`src/rtl/pio_buffer_pkg.sv`:
```
// Shared definitions for the PIO segment filler.
// Contents:
//   ST_*        status codes presented to the ARM on pio_out
//   fillState_t top-level FSM states
//   clog2       ceiling log2, used to size indices and counters
package pio_buffer_pkg;

    localparam int ST_CHUNK    = 3;
    localparam int ST_READY    = 6;
    localparam int ST_SEG_DONE = 7;
    localparam int ST_ERROR    = 8;

    typedef enum logic [1:0] {
        RECV,
        WRITE,
        WAIT
    } fillState_t;

    function automatic int clog2(input int value);
        int result;
        int remaining;
        result    = 0;
        remaining = value - 1;
        while (remaining > 0) begin
            result    = result + 1;
            remaining = remaining >> 1;
        end
        return result;
    endfunction

endpackage

```
`src/rtl/pio_chunk_assembler.sv`:
```
// Reassembles tagged PIO chunks into one DATA_W word.
// Ports:
//   clock, reset_n  rising-edge clock, asynchronous active-low reset
//   pioIn           {tag, payload} word from the ARM (level-held)
//   enable          sample pioIn this cycle (top FSM is receiving)
//   clear           return the chunk index to 0
//   word            current word with this cycle's payload merged in
//   wordValid       final chunk accepted this cycle; word is complete
//   chunkAccepted   non-final chunk accepted this cycle
//   tagError        in-range tag that is neither expected nor the last accepted one
module pio_chunk_assembler
    import pio_buffer_pkg::*;
#(
    parameter int               DATA_W   = 32,
    parameter int               CHUNK_W  = 16,
    parameter int               TAG_W    = 16,
    parameter logic [TAG_W-1:0] TAG_BASE = TAG_W'(16'h0045)
) (
    input  logic                     clock,
    input  logic                     reset_n,
    input  logic [TAG_W+CHUNK_W-1:0] pioIn,
    input  logic                     enable,
    input  logic                     clear,
    output logic [DATA_W-1:0]        word,
    output logic                     wordValid,
    output logic                     chunkAccepted,
    output logic                     tagError
);

    localparam int CHUNKS = DATA_W / CHUNK_W;
    localparam int K_W    = clog2(CHUNKS);

    logic [K_W-1:0]     chunkIdx;
    logic [DATA_W-1:0]  wordReg;
    logic [TAG_W-1:0]   lastTag;
    logic               lastTagValid;
    logic [TAG_W-1:0]   tag;
    logic [TAG_W-1:0]   tagOffset;
    logic [CHUNK_W-1:0] payload;
    logic               tagMatch;
    logic               tagInRange;
    logic               tagIsLast;
    logic               finalChunk;

    assign tag        = pioIn[TAG_W+CHUNK_W-1:CHUNK_W];
    assign payload    = pioIn[CHUNK_W-1:0];
    // Tags below TAG_BASE wrap to large offsets and so fall out of range.
    assign tagOffset  = tag - TAG_BASE;
    assign tagInRange = tagOffset < TAG_W'(CHUNKS);
    assign tagMatch   = enable && (tagOffset == TAG_W'(chunkIdx));
    // A level-held chunk re-presents the tag just accepted; that is not an error.
    assign tagIsLast  = lastTagValid && (tag == lastTag);
    assign finalChunk = (chunkIdx == K_W'(CHUNKS - 1));

    assign wordValid     = tagMatch && finalChunk;
    assign chunkAccepted = tagMatch && !finalChunk;
    assign tagError      = enable && tagInRange && !tagMatch && !tagIsLast;

    // Chunk 0 lands in the most significant slice.
    always_comb begin
        word = wordReg;
        for (int i = 0; i < CHUNKS; i++) begin
            if (chunkIdx == K_W'(CHUNKS - 1 - i)) begin
                word[i*CHUNK_W +: CHUNK_W] = payload;
            end
        end
    end

    always_ff @(posedge clock or negedge reset_n) begin
        if (!reset_n) begin
            chunkIdx     <= '0;
            wordReg      <= '0;
            lastTag      <= '0;
            lastTagValid <= 1'b0;
        end else if (clear) begin
            chunkIdx <= '0;
        end else if (tagMatch) begin
            wordReg      <= word;
            lastTag      <= tag;
            lastTagValid <= 1'b1;
            chunkIdx     <= finalChunk ? '0 : chunkIdx + 1'b1;
        end else if (tagError) begin
            // Discard the partial word; the ARM restarts from chunk 0.
            wordReg      <= '0;
            chunkIdx     <= '0;
            lastTagValid <= 1'b0;
        end
    end

endmodule

```
`src/rtl/pio_segment_filler.sv`:
```
// Fills a segmented block-RAM buffer from tagged PIO chunks sent by the ARM.
// Fills the whole buffer once after reset, then one segment per consumer request.
// Ports:
//   clock, reset_n   rising-edge clock, asynchronous active-low reset
//   pio_in           {tag, payload} from the ARM
//   pio_out          status code to the ARM (ready/chunk/segment done/error)
//   buf_addr         buffer write address
//   buf_data         buffer write data
//   buf_wren         write enable, held WRITE_CYCLES cycles per word
//   fill_request     consumer level request to refill the next segment
//   fill_ack         one-cycle pulse when a request is accepted
//   active_segment   one-hot segment being refilled, 0 when none
//   booting          high until the initial full-buffer fill completes
//   protocol_error   sticky out-of-order chunk indication
module pio_segment_filler
    import pio_buffer_pkg::*;
#(
    parameter int               DATA_W       = 32,
    parameter int               CHUNK_W      = 16,
    parameter int               TAG_W        = 16,
    parameter int               ADDR_W       = 8,
    parameter int               N_SEGMENTS   = 2,
    parameter int               WRITE_CYCLES = 3,
    parameter logic [TAG_W-1:0] TAG_BASE     = TAG_W'(16'h0045)
) (
    input  logic                     clock,
    input  logic                     reset_n,
    input  logic [TAG_W+CHUNK_W-1:0] pio_in,
    output logic [TAG_W+CHUNK_W-1:0] pio_out,
    output logic [ADDR_W-1:0]        buf_addr,
    output logic [DATA_W-1:0]        buf_data,
    output logic                     buf_wren,
    input  logic                     fill_request,
    output logic                     fill_ack,
    output logic [N_SEGMENTS-1:0]    active_segment,
    output logic                     booting,
    output logic                     protocol_error
);

    localparam int PIO_W = TAG_W + CHUNK_W;
    localparam int SEL_W = clog2(N_SEGMENTS);
    localparam int SEG_W = ADDR_W - SEL_W;
    localparam int CNT_W = clog2(WRITE_CYCLES + 1);

    fillState_t        state;
    logic [CNT_W-1:0]  writeCount;
    logic [DATA_W-1:0] assembledWord;
    logic              wordValid;
    logic              chunkAccepted;
    logic              tagError;
    logic              segmentEnd;
    logic              bufferEnd;

    pio_chunk_assembler #(
        .DATA_W   (DATA_W),
        .CHUNK_W  (CHUNK_W),
        .TAG_W    (TAG_W),
        .TAG_BASE (TAG_BASE)
    ) assembler (
        .clock         (clock),
        .reset_n       (reset_n),
        .pioIn         (pio_in),
        .enable        (state == RECV),
        .clear         (state != RECV),
        .word          (assembledWord),
        .wordValid     (wordValid),
        .chunkAccepted (chunkAccepted),
        .tagError      (tagError)
    );

    assign segmentEnd = &buf_addr[SEG_W-1:0];
    assign bufferEnd  = &buf_addr;

    always_ff @(posedge clock or negedge reset_n) begin
        if (!reset_n) begin
            state          <= RECV;
            writeCount     <= '0;
            pio_out        <= PIO_W'(ST_READY);
            buf_addr       <= '0;
            buf_data       <= '0;
            buf_wren       <= 1'b0;
            fill_ack       <= 1'b0;
            active_segment <= '0;
            booting        <= 1'b1;
            protocol_error <= 1'b0;
        end else begin
            fill_ack <= 1'b0;
            case (state)
                RECV: begin
                    if (wordValid) begin
                        buf_data   <= assembledWord;
                        buf_wren   <= 1'b1;
                        writeCount <= CNT_W'(WRITE_CYCLES - 1);
                        state      <= WRITE;
                    end else if (chunkAccepted) begin
                        pio_out <= PIO_W'(ST_CHUNK);
                    end else if (tagError) begin
                        pio_out        <= PIO_W'(ST_ERROR);
                        protocol_error <= 1'b1;
                    end
                end
                WRITE: begin
                    if (writeCount != '0) begin
                        writeCount <= writeCount - 1'b1;
                    end else begin
                        buf_wren <= 1'b0;
                        buf_addr <= buf_addr + 1'b1;
                        if (bufferEnd) begin
                            booting        <= 1'b0;
                            active_segment <= '0;
                        end
                        // During boot only the very last address ends the fill.
                        if (segmentEnd && (!booting || bufferEnd)) begin
                            pio_out <= PIO_W'(ST_SEG_DONE);
                            state   <= WAIT;
                        end else begin
                            pio_out <= PIO_W'(ST_READY);
                            state   <= RECV;
                        end
                    end
                end
                WAIT: begin
                    if (fill_request) begin
                        fill_ack       <= 1'b1;
                        active_segment <= N_SEGMENTS'(1) << buf_addr[ADDR_W-1 -: SEL_W];
                        pio_out        <= PIO_W'(ST_READY);
                        state          <= RECV;
                    end
                end
                default: state <= RECV;
            endcase
        end
    end

endmodule

```
`config.mk`:
```
export PLATFORM = sky130hd
export DESIGN_NAME = pio_segment_filler
export DESIGN_NICKNAME = d
export VERILOG_FILES = /design/src/rtl/pio_buffer_pkg.sv /design/src/rtl/pio_chunk_assembler.sv /design/src/rtl/pio_segment_filler.sv
export SDC_FILE = /design/constraint.sdc
export NUM_CORES = 1
export LEC_CHECK = 0
export CORE_MARGIN = 10
export CORE_UTILIZATION = 48
export DETAILED_ROUTE_END_ITERATION = 10
export GPL_TIMING_DRIVEN = 0
export PLACE_DENSITY = 0.84
export SYNTH_ARGS = -nofsm -noshare
export SYNTH_HDL_FRONTEND = slang
export SYNTH_SLANG_ARGS = --single-unit
```
`constraint.sdc`:
```
create_clock -name clock -period 3.71 [get_ports clock]
set_input_delay 0.742 -clock clock [delete_from_list [all_inputs] [get_ports clock]]
set_output_delay 0.742 -clock clock [all_outputs]
set_load 0.02 [all_outputs]
```
# Yosys cells after proc, flatten, opt, wreduce, memory -nomap -nowiden
# Index checks and enable logic that the tools add are counted.
[word_totals]
out_inout_bits = 78
elab_cells = 102
input_bits = 35
reg_bits = 132
[classes]
n_shift = 1
n_lt_le_gt_ge = 1
bitwise = 4
reduce_logical = 34
n_mux = 33
addsub = 4
n_eq_ne = 11
[ops]
columns = ["operator", "count"]
rows = [
  ["2-to-1 mux 32 bit", 7],
  ["one-hot mux 32 bit (3 select lines)", 1],
  ["2-to-1 mux 16 bit", 2],
  ["2-to-1 mux 2 bit", 9],
  ["equality test 16 x 1 -> 1 bit", 1],
  ["equality test 16 bit", 1],
  ["less-than comparator 16 x 2 -> 1 bit, second input constant", 1],
  ["subtractor 16 x 7 -> 16 bit, second input constant", 1],
  ["!= test 2 bit, second input constant", 6],
  ["2-to-1 mux 1 bit", 10],
  ["AND reduction 10 bit", 1],
  ["nonzero test 2 bit", 5],
  ["AND reduction 3 bit", 3],
  ["adder 8 x 1 -> 8 bit, second input constant", 1],
  ["logical AND 1 bit", 8],
  ["one-hot mux 2 bit (2 select lines)", 2],
  ["AND reduction 2 bit", 4],
  ["AND reduction 4 bit", 2],
  ["AND reduction 8 bit", 1],
  ["AND reduction 7 bit", 1],
  ["one-hot mux 2 bit (3 select lines)", 1],
  ["nonzero test 3 bit", 2],
  ["AND reduction 5 bit", 1],
  ["zero test 1 bit", 4],
  ["10 further kinds", 13],
]

# Depth between registers and ports, before layout
[logic_depth]
word_depth = 10
depth_mapped = 12
mapped_depth_nobuf = 9

# By module
# From an unflattened synthesis, not the netlist that was laid out.
[unflattened]
hier_cells = 598
area_unflattened_um2 = 6067.1
[modules_own_cells]
columns = ["mod", "seq_area_each_um2", "cells_each", "n_inst", "area_each_um2"]
rows = [
  ["pio_chunk_assembler", 1251.2, 392, 1, 3533.4],
  ["pio_segment_filler", 1355.0, 206, 1, 2533.7],
]

# Worst setup path before layout
# No wires, ideal clock.
[synth_path]
path_kind = "in2reg"
from = "input port pio_in[16]"
to = "register buf_data[10]"
path_buffers = 1
setup_slack_ns = 0.793
arrival_ns = 2.793
stages = 8
cell_sequence = "inv_1 -> ha_1 -> nor2b_1 -> mux2_2 -> o22a_1 -> nor4_4 -> buf_2 -> mux2_2"
[synth_via]
elab_chain_cells = 5
[synth_lines]
columns = ["element", "line", "rtl"]
rows = [
  ["start, declared", "pio_segment_filler.sv:28", "input logic [TAG_W+CHUNK_W-1:0] pio_in,"],
  ["subtractor 16 x 7 -> 16 bit", "pio_chunk_assembler.sv:48", "assign tagOffset = tag - TAG_BASE;"],
  ["equality test 16 x 1 -> 1 bit", "pio_chunk_assembler.sv:50", "assign tagMatch = enable && (tagOffset == TAG_W'(chunkIdx));"],
  ["logical AND 1 bit", "pio_chunk_assembler.sv:50", ""],
  ["logical AND 1 bit", "pio_chunk_assembler.sv:55", "assign wordValid = tagMatch && finalChunk;"],
  ["AND reduction 2 bit (no source line)", "-", ""],
  ["end signal, assigned", "pio_segment_filler.sv:91", "buf_data <= assembledWord;"],
  ["end, declared", "pio_segment_filler.sv:31", "output logic [DATA_W-1:0] buf_data,"],
]
# Every way passes these cells.
# A chain may end at the register's enable or synchronous reset.

# Worst setup path after layout
[layout_path]
from = "input port pio_in[17]"
to = "register assembler.wordReg[24]"
[layout_via]
elab_chain_cells = 8
elab_cells_between_ends = 14
[layout_lines]
columns = ["element", "line", "rtl"]
rows = [
  ["branches (longest 8 deep; another with subtractor 16 x 7 -> 16 bit)", "-", ""],
  ["end signal, assigned", "pio_chunk_assembler.sv:78", "wordReg <= word;"],
  ["end, declared", "pio_chunk_assembler.sv:34", "logic [DATA_W-1:0] wordReg;"],
]
# Parallel ways; which one is timed is not known.

==> reports/results.md <==
| Result | Reported | Unit |
|---|---|---|
| RSZ-0062 raised after global routing | false | - |
| Iter 0 DRT Violations | 95 | - |
| Area growth from synthesis to layout | 32.6 | % |
| Headroom to the max-slew limit | 0.464 | - |
| Synthesized cell area | 0.00412 | mm2 |
| Maximum number of pins on one net before global-route repair | 47 | - |
| Timing-limited maximum frequency | 292 | MHz |
| Area share of the largest cell type after synthesis | 0.517 | - |
| Syn avg cell area | 12.0 | um2 |
| Overflow left after global routing | 0 | - |
| Antenna Nets Post-Route | 0 | - |
| Minimum period implied by the final worst setup slack | 3.43 | ns |
| Yosys cell types | 49 | - |
| Area after DPL | 0.00522 | mm2 |
| First-pass GRT wire length | 15.7 | mm |
| Number of slew-limit violations in the final report | 0 | - |
| Required time at the worst-slack endpoint | 4.00 | ns |
| Post-synth EDFFs | 0 | - |
| Biggest area consumer among synthesized cells | dfrtp_1 | - |
| GR Util met3 | 0.0745 | - |
| Clock tree skew after final layout | 0.00757 | ns |
| Initial antenna violation count | 0 | - |
| CP startpoint kind | input pin | - |
| All-Layer GR Usage | 0.147 | - |
| Filler cell count in the final layout | 620 | - |
| Layout Utilization | 0.658 | - |
| Maximum clock path buffer count | 2 | - |
| Hold Fails Final Rpt | 0 | - |
| Number of port buffers | 84 | - |
| Nature of the critical path endpoint | register | - |
| Static leakage | 0.00260 | uW |
| Post-CTS clock slew at the launch and capture registers of the worst setup and hold paths | 0.09 | ns |
| Transition time at the pin with the least slew margin | 0.797 | ns |
| Count of maximum capacitance violations | 0 | - |
| Maximum resistive drop on vdd | 0.260 | mV |
| Post-detailed-placement half-perimeter wirelength | 7.26 | mm |
| Count of H-tree levels built during CTS | 3 | - |
| Wire length reported by the detailed router | 9.55 | mm |
| Final WS setup | 0.285 | ns |
| Post-Syn Instances | 343 | - |
| Num CTS Buffers | 9 | - |
| Number of antenna diodes | 0 | - |
| Clock Root Buffer | clkbuf_8 | - |
| Post-cts hold buffer count | 0 | - |
| Insertion delay of the later-clocked pin in the worst-skew pair | 0.35 | ns |
| Area of all sequential standard cells | 0.00221 | mm2 |
| Top Ports | 113 | - |
| Per-cell via count in the routed design | 5.11 | - |
| Global Route met2 Usage | 0.237 | - |
| Share of async-settable or async-resettable flops after synthesis | 1.00 | - |
| Initial core utilization | 0.496 | - |
| Layout cell share with drive strength beyond 1 | 0.220 | - |
| Vertical die dimension | 113 | um |
| Class of the worst hold path | input pin to asynchronous set/reset pin | - |
| Area of all placed cells without fillers | 0.00546 | mm2 |
| Number of sinks on the clock net | 88 | - |
| Vias in the first global route | 3184 | - |
| Cells taking the most area after synthesis | dfrtp_1, mux2_2, buf_4, xnor2_1, a22o_1 | - |
| Global placement routability congestion | 0.828 | - |
| Count of yosys warnings during synthesis | 0 | - |
| Top Usage Layer GRT | met2 | - |
| Worst-path fanout max | 10 | - |
| DRC | 0 | - |
| Fin Hold WS | 0.377 | ns |
| Overall via count from detail_route | 2954 | - |
| First-pass detailed-route iteration total | 4 | - |
| Count of standard-cell rows | 33 | - |
| Main flop type after synthesis | dfrtp_1 | - |
| TritonCTS clock tree | built | - |
| Power density of the placed cells | 332 | mW/mm2 |
| Result of the run | completed | - |
| Critical path type | input pin to register | - |
| Overall die area | 0.0127 | mm2 |
| Area of the placeable core | 0.00830 | mm2 |
| Data arrival time of the worst path | 3.72 | ns |
| GR met1 Demand/Resource | 0.166 | - |
| Share of the clock period used by the worst path after layout | 0.923 | - |
| Final net count | 510 | - |
| Flip-flop and latch count after synthesis | 88 | - |
| Horiz. Die Dim | 113 | um |
| WL/cell | 16.5 | um |
| Placement-stage worst setup slack | -0.416 | ns |
| Area used by multi-input combinational logic | 0.00171 | mm2 |
| Setup Viol. Count Final | 0 | - |
| Part of the Yosys area used for sequential elements | 0.536 | - |
-- what timing repair did --
action,CTS,global route
setup endpoints to repair,36,55
endpoints found under the hold margin,0,0
resized for setup,0,3
pin swaps,1,1
setup buffers,0,2
-- critical path, stage by stage --
cell             delay (ns)
clkdlybuf4s50_1        0.60
inv_1                  0.07
ha_1                   0.20
nor2b_1                0.21
mux2_2                 0.37
o22a_1                 0.31
nor4_4                 0.32
buf_4                  0.18
nand2b_1               0.10
buf_2                  0.18
buf_2                  0.25
a22o_1                 0.18
-- per-layer routing --
| metal | share of wire | wire, um |
|---|---|---|
| met3 | 0.11 | 1050 |
| met2 | 0.47 | 4530 |
| met5 | 0 | 0 |
| met1 | 0.40 | 3820 |
| met4 | 0.016 | 155 |
-- stage by stage --
stage               power, uW  instances  TNS, ns
floorplan                1060        370        0
global placement         1130        559  -111.82
detailed placement       1130        560   -20.17
CTS                      1830        576        0
global route             1890        578        0
finish                   1820        578        0
-- cell usage after synthesis (all sizes together), types with 2 or more instances --
library cell  number
dfrtp             85
mux2              40
buf               35
xnor2             20
a22o              17
nor2              16
inv               13
nand2             13
nor2b             12
a21oi              8
ha                 7
o21ai              7
nand4              6
nor4               6
clkbuf             5
nand2b             5
or3                4
and2               3
dfstp              3
nand3              3
o21a               3
o21bai             3
o22ai              3
xor2               3
a31oi              2
a32oi              2
o22a               2
-- sequential cells by signal, summed over array words and instances, names as in the netlist --
name	flops
pio_out	4
state	2
assembler.lastTag	16
buf_wren	1
protocol_error	1
buf_addr	8
assembler.wordReg	16
assembler.chunkIdx	1
assembler.lastTagValid	1
buf_data	32
fill_ack	1
active_segment	2
writeCount	2
booting	1
-- area by class of cell --
class,instances,share of cell area
flip-flops and latches,88,0.404
multi-input cells,229,0.314
repair buffers,87,0.162
plain buffers,40,0.0486
clock buffers,10,0.0252
well taps,105,0.0241
clock inverters,6,0.0135
inverters,13,0.00894
-- kinds of logic (layout without fill, tap and decap cells) --
| logic type | after synthesis | in the layout | share of synthesized area |
|---|---|---|---|
| and+or+nand+nor | 73 | 73 | 0.101 |
| AOI/OAI and AO/OA | 57 | 57 | 0.105 |
| muxes | 41 | 41 | 0.112 |
| DFF | 88 | 88 | 0.536 |
| other | 1 | 28 | 0.000911 |
| adders and majority gates | 7 | 7 | 0.0213 |
| xor gates and xnor gates | 23 | 23 | 0.0489 |
| buffers and inverters | 53 | 156 | 0.0763 |
-- report_power, final --
part | internal [uW] | total (uW) | switching, uW | leakage (uW)
Combinational | 71.1 | 157 | 85.8 | 0.00131
Sequential | 960 | 961 | 0.809 | 0.00119
Clock | 339 | 697 | 358 | 0.000101
-- layout by cell type (no fill, tap or decap), types with 4 or more instances in the layout --
| master | instances |
|---|---|
| buf_2 | 7 |
| nand2b_1 | 5 |
| buf_4 | 31 |
| conb_1 | 28 |
| clkbuf_8 | 10 |
| nor4_1 | 4 |
| clkdlybuf4s50_1 | 82 |
| nand2_1 | 13 |
| inv_1 | 13 |
| a21oi_1 | 8 |
| a22o_1 | 17 |
| clkbuf_1 | 4 |
| ha_1 | 7 |
| nand4_1 | 6 |
| nor2b_1 | 12 |
| o21ai_0 | 7 |
| xnor2_1 | 20 |
| nor2_1 | 16 |
| mux2_2 | 40 |
| dfrtp_1 | 85 |
| or3_1 | 4 |
-- worst paths after layout --
check / start / endpoint / slack, ns / cells after the start
setup / recovery: pio_in[17] / assembler.wordReg[24] / 0.28 / 12
hold / removal: reset_n / buf_data[3] / 0.38 / 1
setup reg to reg: state[0] / assembler.lastTagValid / 0.53 / 11
hold reg to reg: booting / booting / 0.50 / 1
max in group asynchronous: reset_n / pio_out[2] / 2.66 / 2
min in group clock: booting / booting / 0.50 / 1
(Power assumes the default switching activity.)
